### config.mk
export PLATFORM = sky130hd
export DESIGN_NAME = mux_arb_pkt
export DESIGN_NICKNAME = d
export VERILOG_FILES = /design/src/rtl/mux_arb_pkt.sv
export SDC_FILE = /design/constraint.sdc
export NUM_CORES = 1
export LEC_CHECK = 0
export ABC_AREA = 1
export ABC_CLOCK_PERIOD_IN_PS = 1700
export CAP_MARGIN = 0
export CORE_MARGIN = 3
export CORE_UTILIZATION = 31
export CTS_CLUSTER_SIZE = 24
export DETAILED_ROUTE_END_ITERATION = 10
export MAX_ROUTING_LAYER = met4
export PLACE_DENSITY = 0.73
export SYNTH_ARGS = -nofsm -noshare
export SYNTH_HDL_FRONTEND = slang
export SYNTH_SLANG_ARGS = --single-unit
### constraint.sdc
create_clock -name clock -period 1.7 [get_ports clock]
set_input_delay 0.34 -clock clock [delete_from_list [all_inputs] [get_ports clock]]
set_output_delay 0.34 -clock clock [all_outputs]
set_load 0.005 [all_outputs]
### src/rtl/mux_arb_pkt.sv
// mux_arb_pkt: NUM-to-1 stream multiplexer with fixed-priority or round-robin
// arbitration, optional packet locking, and a registered single-beat output
// stage that supports full throughput within a grant.
//
//   state | meaning
//   ------+-------------------------------------------------------------
//   IDLE  | no grant held; arbiter picks a requester, all s_ready low
//   LOCK  | channel r_grant owns the output; only it may see s_ready
module mux_arb_pkt #(
  parameter int    NUM   = 4,
  parameter int    DSIZE = 32,
  parameter int    NSIZE = $clog2(NUM),
  parameter string MODE  = "FIXED",
  parameter string PKT   = "OFF"
) (
  input  logic                   clock,
  input  logic                   rst,
  input  logic [NUM-1:0]         s_valid,
  input  logic [NUM*DSIZE-1:0]   s_data,
  input  logic [NUM-1:0]         s_last,
  output logic [NUM-1:0]         s_ready,
  output logic                   m_valid,
  output logic [DSIZE-1:0]       m_data,
  output logic                   m_last,
  output logic [NSIZE-1:0]       m_sid,
  input  logic                   m_ready
);

  localparam bit IS_RR  = (MODE == "RR");
  localparam bit IS_PKT = (PKT == "ON");

  typedef enum logic {
    IDLE = 1'b0,
    LOCK = 1'b1
  } state_t;

  state_t           r_state;
  state_t           w_state_nxt;
  logic [NSIZE-1:0] r_grant;
  logic [NSIZE-1:0] r_ptr;

  logic             r_m_valid;
  logic [DSIZE-1:0] r_m_data;
  logic             r_m_last;
  logic [NSIZE-1:0] r_m_sid;

  logic [NSIZE-1:0] w_cand;
  logic [NSIZE-1:0] w_pick;
  logic             w_found;
  logic [DSIZE-1:0] w_sel_data;
  logic             w_sel_valid;
  logic             w_sel_last;
  logic             w_ready_g;
  logic             w_accept;
  logic             w_release;

  // Channel index reached by stepping 'off' places upward from 'base', wrapping at NUM.
  function automatic logic [NSIZE-1:0] rr_idx(input logic [NSIZE-1:0] base, input int off);
    int sum;
    sum = (int'(base) + off) % NUM;
    return NSIZE'(sum);
  endfunction

  // Arbiter: first requester in search order (upward from 0, or upward from ptr+1).
  always_comb begin
    w_cand  = '0;
    w_pick  = '0;
    w_found = 1'b0;
    for (int i = 0; i < NUM; i++) begin
      w_cand = IS_RR ? rr_idx(r_ptr, i + 1) : NSIZE'(i);
      if (!w_found && s_valid[w_cand]) begin
        w_found = 1'b1;
        w_pick  = w_cand;
      end
    end
  end

  // Select the granted channel's valid, data and last.
  always_comb begin
    w_sel_data  = '0;
    w_sel_valid = 1'b0;
    w_sel_last  = 1'b0;
    for (int k = 0; k < NUM; k++) begin
      if (r_grant == NSIZE'(k)) begin
        w_sel_data  = s_data[k*DSIZE +: DSIZE];
        w_sel_valid = s_valid[k];
        w_sel_last  = s_last[k];
      end
    end
  end

  // The output register can take a beat when it is empty or draining this cycle.
  assign w_ready_g = !r_m_valid || m_ready;
  assign w_accept  = (r_state == LOCK) && w_sel_valid && w_ready_g;

  // Ready goes only to the grant holder; held low through reset so nothing is accepted.
  always_comb begin
    s_ready = '0;
    if (!rst && (r_state == LOCK)) begin
      s_ready[r_grant] = w_ready_g;
    end
  end

  // Next-state logic: grab a grant when anyone requests, release on the closing beat.
  always_comb begin
    w_state_nxt = r_state;
    w_release   = 1'b0;
    case (r_state)
      IDLE: begin
        if (w_found) begin
          w_state_nxt = LOCK;
        end
      end
      LOCK: begin
        if (w_accept && (!IS_PKT || w_sel_last)) begin
          w_state_nxt = IDLE;
          w_release   = 1'b1;
        end
      end
      default: w_state_nxt = IDLE;
    endcase
  end

  // State, grant and round-robin pointer registers.
  always_ff @(posedge clock) begin
    if (rst) begin
      r_state <= IDLE;
      r_grant <= '0;
      r_ptr   <= NSIZE'(NUM - 1);
    end else begin
      r_state <= w_state_nxt;
      if ((r_state == IDLE) && w_found) begin
        r_grant <= w_pick;
      end
      if (w_release) begin
        r_ptr <= r_grant;
      end
    end
  end

  // Output stage: load on accept, otherwise empty when the master drains it.
  always_ff @(posedge clock) begin
    if (rst) begin
      r_m_valid <= 1'b0;
      r_m_data  <= '0;
      r_m_last  <= 1'b0;
      r_m_sid   <= '0;
    end else if (w_accept) begin
      r_m_valid <= 1'b1;
      r_m_data  <= w_sel_data;
      r_m_last  <= IS_PKT ? w_sel_last : 1'b1;
      r_m_sid   <= r_grant;
    end else if (m_ready) begin
      r_m_valid <= 1'b0;
    end
  end

  assign m_valid = r_m_valid;
  assign m_data  = r_m_data;
  assign m_last  = r_m_last;
  assign m_sid   = r_m_sid;

endmodule

==> results of run 1 <==
[layout by cell type, fill, tap and decap left out, types with 2 or more instances in the layout]
master | netlist | layout
nand3_1 | 35 | 35
buf_2 | 6 | 4
nor2_1 | 70 | 68
inv_2 | 7 | 8
nor2_2 | 2 | 4
dfxtp_1 | 39 | 36
clkbuf_8 | 0 | 6
or2_0 | 2 | 2
inv_1 | 41 | 40
nand4_1 | 32 | 32
o21ai_1 | 2 | 2
buf_4 | 2 | 22
a21oi_1 | 4 | 4
clkdlybuf4s50_1 | 0 | 168
o21ai_0 | 5 | 5
nor3_2 | 0 | 3
dfxtp_2 | 0 | 2
buf_12 | 0 | 3
dlymetal6s2s_1 | 0 | 2
nand2_1 | 172 | 171
[worst reg2reg max path, stage by stage, from the launching register on]
cell,delay (ns)
dfxtp_4,0.41
nand2_1,0.13
buf_4,0.14
inv_2,0.04
a21oi_2,0.20
nand3_4,0.14
clkbuf_16,0.21
nor2_1,0.11
nor2_1,0.06
[repair_timing]
| action | in CTS | in global routing |
|---|---|---|
| setup buffers | 3 | 1 |
| hold buffers | 0 | 0 |
| gates cloned | 0 | 1 |
| gates resized for setup | 17 | 13 |
| endpoints found under the setup margin | 4 | 26 |
| pin swaps | 2 | 2 |
[through the flow]
stage	setup TNS, ns	total power, mW	instances	setup WS, ns
after floorplan	0	2.19	443	0.278
after global placement	-1.14	3.17	714	-0.302
after detailed placement	-1.94	3.22	714	-0.381
after CTS	-0.0327	3.87	724	-0.0165
after global routing	-0.0130	4.22	726	-0.00851
final	0	3.91	726	0.0523
[logic make-up (layout without fill, tap and decap cells)]
group	after synthesis	count (layout)	synth area share
AOI/OAI and AO/OA	12	12	0.0257
DFF	39	39	0.315
and+or+nand+nor	317	317	0.537
buffers and inverters	75	256	0.122
[power by group]
| part | total, mW | internal, mW | switching [mW] | leakage (nW) |
|---|---|---|---|---|
| clock network | 0.642 | 0.319 | 0.324 | 0.0470 |
| registers | 1.24 | 1.12 | 0.118 | 0.323 |
| logic | 2.03 | 1.08 | 0.946 | 1.72 |
[final cells by class]
| cell class | count | share of cell area |
|---|---|---|
| clock buffers | 6 | 0.0180 |
| clock inverters | 1 | 0.00109 |
| inverters | 48 | 0.0392 |
| multi-input cells | 329 | 0.310 |
| flip-flops and latches | 39 | 0.171 |
| well taps | 102 | 0.0278 |
| repair buffers | 201 | 0.432 |
[registers in the layout, summed over array words and instances, names as in the netlist]
name,count
r_state,1
m_data,32
m_sid,2
m_valid,1
m_last,1
r_grant,2
[per-layer routing]
layer  wire length [um]  global-route usage
met5                  0                   -
met4                280              0.0770
met3                743              0.0545
met2               4720               0.366
met1               3840               0.208
[Yosys cell counts]
| cell type | instances |
|---|---|
| a21oi_2 | 1 |
| buf_1 | 2 |
| inv_2 | 7 |
| nand3_2 | 1 |
| dfxtp_1 | 39 |
| nor2_1 | 70 |
| clkbuf_1 | 16 |
| nor3_1 | 3 |
| o21ai_0 | 5 |
| inv_1 | 41 |
| buf_2 | 6 |
| nor2_2 | 2 |
| o21ai_1 | 2 |
| buf_4 | 2 |
| a21oi_1 | 4 |
| nand4_1 | 32 |
| or2_0 | 2 |
| nand3_1 | 35 |
| buf_6 | 1 |
| nand2_1 | 172 |
[path summary, 6_finish.rpt]
| check | start | end | slack (ns) | cells after the start |
|---|---|---|---|---|
| hold reg to reg | m_last$_SDFFE_PP0P_ | m_last$_SDFFE_PP0P_ | 0.46 | 2 |
| hold / removal | rst | m_valid$_SDFFE_PP0P_ | 0.38 | 3 |
| setup / recovery | r_state$_SDFF_PP0_ | s_ready[1] | 0.05 | 6 |
| setup reg to reg | r_grant[0]$_SDFFE_PP0P_ | m_data[1]$_SDFFE_PP0P_ | 0.16 | 8 |
==> impl_metrics.env, run 1 <==
export IMPL_drive_above_1_share=0.0946
export IMPL_grt_pass1_wl_um=14100
export IMPL_finalClockSkew_ns=0.00897
export IMPL_cts_tree="yes"
export IMPL_synth_distinct_cells=20
export IMPL_end_kind="primary output"
export IMPL_crit_buf_inv=3
export IMPL_crit_slowest_cell="dfxtp_2"
export IMPL_nFillCells=748
export IMPL_status="completed"
export IMPL_die_w_um=95.5
export IMPL_tightest_slew_ns=0.358
export IMPL_die_area_um2=9120
export IMPL_antenna_found_initial=0
export IMPL_syn2layout_area_growth_pct=85.2
export IMPL_cpPeakStageDelay_ns=0.34
export IMPL_htree_levels=2
export IMPL_cts_sinks=39
export IMPL_finalHoldWorstSlack_ns=0.379
export IMPL_drt_first_iter_violations=84
export IMPL_drv_slew=0
export IMPL_multi_input_area_um2=1430
export IMPL_leakagePower_nw=2.09
export IMPL_stdcell_area_um2=4600
export IMPL_postRouteAntennaNets=0
export IMPL_grt_pass1_vias=3143
export IMPL_io_pins=179
export IMPL_avgRoutedWirePerCell_um=13.2
export IMPL_syn_inst=443
export IMPL_synth_area_leaders="dfxtp_1, nand2_1, nor2_1"
export IMPL_syn_nets=582
export IMPL_grt_usage=0.202
export IMPL_ys_warn_count=0
export IMPL_path_class="register to primary output"
export IMPL_place_congestion=0.803
export IMPL_yosys_area_top_type="dfxtp_1"
export IMPL_synth_seq_cells=39
export IMPL_vias=3386
export IMPL_crit_fanout=3
export IMPL_diodes=0
export IMPL_synth_top_cell_area_share=0.315
export IMPL_regArea_um2=787
export IMPL_synth_area_um2=2480
export IMPL_start_util=0.320
export IMPL_arrival_ns=1.31
export IMPL_vdd_drop_max_uv=370
export IMPL_power_density_nw_per_um2=850
export IMPL_period_minus_slack_ns=1.65
export IMPL_clk_path_buf_depth=2
export IMPL_grt_max_degree=42
export IMPL_hold_viol_final=0
export IMPL_dr_pass1_iters=4
export IMPL_cts_inserted_buffers=5
export IMPL_drc=0
export IMPL_die_y_um=95.5
export IMPL_min_path_type="primary input to register"
export IMPL_drv_cap=0
export IMPL_seq_area_frac_synth=0.315
export IMPL_post_route_util=0.592
export IMPL_portBuffers=174
export IMPL_finalSetupViolations=0
export IMPL_wl_um=9590
export IMPL_avgSynthCellArea_um2=5.60
export IMPL_fmax_mhz=607
export IMPL_viasPerCell=4.66
export IMPL_clk_latency_ns=0.29
export IMPL_fin_crit_sh=0.969
export IMPL_path_cells="inv_2 > nor2_2 > nand2_2 > buf_6 > nor3_2 > buf_2"
export IMPL_finalNetCount=763
export IMPL_cts_root_buf="clkbuf_8"
export IMPL_rows=32
export IMPL_cp_start_kind="register"
export IMPL_clk_pin_slew_worst_paths_ns=0.08
export IMPL_critPathTopFamily="flip-flops"
export IMPL_hpwlAfterDp_um=7220
export IMPL_core_area_um2=7770
export IMPL_worst_ep_required_time_ns=1.36
export IMPL_grt_overflow_total=0
export IMPL_dpl_cell_area_um2=4430
export IMPL_slew_headroom=0.762
Power figures use the tool's default switching activity.
==> inputs of run 2 (changes only) <==
--- a/config.mk
+++ b/config.mk
@@ -14,6 +14,7 @@
 export DETAILED_ROUTE_END_ITERATION = 10
 export MAX_ROUTING_LAYER = met4
 export PLACE_DENSITY = 0.73
+export SETUP_SLACK_MARGIN = 0.4
 export SYNTH_ARGS = -nofsm -noshare
 export SYNTH_HDL_FRONTEND = slang
 export SYNTH_SLANG_ARGS = --single-unit
==> run 2 against run 1 <==
Sequential share of layout area down 2.6 points. Clock-buffer cell count grew 2. First-iteration DRC count is 17% higher. Critical endpoint is now s_ready[0]. Non-clock buffer count increased by 37. Wire length grew 17%. Via count grew 7.7%. Clock skew is 0.0029 ns lower. Setup slack improved by 0.064 ns. Clock power increased by 8.4%. Critical path depth down 2. Utilization up 12 points. Combinational power is 52% higher.
==> impl_metrics.env, run 2 (synthesis results as in run 1) <==
export IMPL_cts_inserted_buffers=5
export IMPL_dp_cells=717
export IMPL_die_area_um2=9120
export IMPL_min_path_type="register to register"
export IMPL_io_pins=179
export IMPL_finalSetupViolations=0
export IMPL_grt_pass1_vias=3567
export IMPL_cts_root_buf="clkbuf_8"
export IMPL_clk_path_buf_depth=2
export IMPL_hold_viol_final=0
export IMPL_antenna_found_initial=0
export IMPL_cts_tree="yes"
export IMPL_start_util=0.320
export IMPL_finalClockSkew_ns=0.00603
export IMPL_period_minus_slack_ns=1.58
export IMPL_stdcell_count=764
export IMPL_cp_start_kind="register"
export IMPL_drv_slew=0
export IMPL_dp_worst_setup_slack_ns=-0.363
export IMPL_path_class="register to primary output"
export IMPL_setup_slack_ns=0.116
export IMPL_status="completed"
export IMPL_nFillCells=613
export IMPL_vias=3648
export IMPL_drt_first_iter_violations=98
export IMPL_diodes=0
export IMPL_vdd_drop_max_uv=347
export IMPL_leakagePower_nw=2.56
export IMPL_place_congestion=0.812
export IMPL_drive_above_1_share=0.255
export IMPL_grt_overflow_total=0
export IMPL_arrival_ns=1.24
export IMPL_htree_levels=2
export IMPL_wl_um=11200
export IMPL_largest_register_ffs=32
export IMPL_fmax_mhz=631
export IMPL_dr_pass1_iters=4
export IMPL_drc=0
export IMPL_fin_crit_sh=0.932
export IMPL_portBuffers=174
export IMPL_avgRoutedWirePerCell_um=14.7
export IMPL_slew_headroom=0.804
export IMPL_postRouteAntennaNets=0
export IMPL_rsz0062_at_grt="yes"
export IMPL_finalNetCount=800
export IMPL_die_y_um=95.5
export IMPL_grt_pass1_wl_um=16600
export IMPL_hpwlAfterDp_um=7140
export IMPL_grt_usage=0.240
export IMPL_grt_max_degree=31
export IMPL_clk_latency_ns=0.29
export IMPL_final_common_cell="nand2_1"
export IMPL_worst_ep_required_time_ns=1.36
export IMPL_viasPerCell=4.77
export IMPL_die_w_um=95.5
export IMPL_rows=32
export IMPL_core_area_um2=7770
export IMPL_final_cell_mix="nand2_1, clkdlybuf4s50_1, dlygate4sd2_1"
export IMPL_crit_fanout=4
export IMPL_syn2layout_area_growth_pct=121
export IMPL_cts_sinks=39
export IMPL_drv_cap=0
export IMPL_end_kind="primary output"
export IMPL_power_density_nw_per_um2=912
export IMPL_clk_pin_slew_worst_paths_ns=0.08
export IMPL_tightest_slew_ns=0.290
-- run 2: cell types whose count changed in the layout (fill, tap and decap cells not counted), sizes merged --
cell and delta:
dlymetal6s2s -2, buf +38, clkinv -1, clkbuf +1
clkdlybuf4s50 -40, dlygate4sd2 +42
-- run 2: stage by stage --
step	hold WS [ns]	power (mW)	TNS, ns	instance area [um2]	utilization
after detailed placement	0.437	3.23	-2.43	4470	0.576
after CTS	0.455	4.76	0	5280	0.679
after global routing	0.509	5.34	0	5490	0.707
after global placement	0.435	3.20	-1.21	4470	0.576
final	0.460	5.01	0	5490	0.707
after floorplan	0.409	2.21	0	2510	-
-- run 2: power by group --
| group | leakage, nW | switching, mW | total [mW] | internal (mW) |
|---|---|---|---|---|
| sequential | 0.325 | 0.106 | 1.23 | 1.13 |
| clock | 0.0515 | 0.326 | 0.696 | 0.371 |
| combinational | 2.18 | 1.42 | 3.08 | 1.66 |
| total | 2.56 | 1.85 | 5.01 | 3.16 |
-- run 2: path summary, 6_finish.rpt --
kind | from | end | slack (ns) | cells after the start
worst max-delay path | r_grant[1]$_SDFFE_PP0P_ | s_ready[0] | 0.12 | 4
worst min-delay path | m_last$_SDFFE_PP0P_ | m_last$_SDFFE_PP0P_ | 0.46 | 2
worst min register to register | m_last$_SDFFE_PP0P_ | m_last$_SDFFE_PP0P_ | 0.46 | 2
worst max register to register | r_grant[1]$_SDFFE_PP0P_ | m_data[1]$_SDFFE_PP0P_ | 0.13 | 11
-- run 2: area by class of cell --
class,instances,area (um2),share of cell area
clock buffers,8,100,0.0182
inverters,48,190,0.0346
multi-input cells,329,1760,0.321
flip-flops and latches,39,797,0.145
well taps,102,128,0.0232
repair buffers,238,2520,0.458
-- run 2: what timing repair did --
action,4_1_cts,5_1_grt
setup buffers,27,2
resized for setup,141,60
pin swaps,17,20
hold endpoints to repair,0,0
cloned,10,0
hold buffers,0,0
setup endpoints to repair,78,42
-- run 2: routing by layer --
| layer | share of wire | vias to the layer above | global-route usage |
|---|---|---|---|
| met5 | 0 | - | - |
| met4 | 0.013 | 0 | 0.0640 |
| met3 | 0.069 | 19 | 0.0450 |
| met2 | 0.52 | 136 | 0.449 |
| met1 | 0.40 | 1671 | 0.259 |
| li1 | - | 1822 | - |
-- run 2: worst max-delay path, cell delays in order, from the launching register on --
cell,delay [ns]
dfxtp_4,0.38
buf_4,0.14
buf_4,0.14
nor3_4,0.15
buf_2,0.14
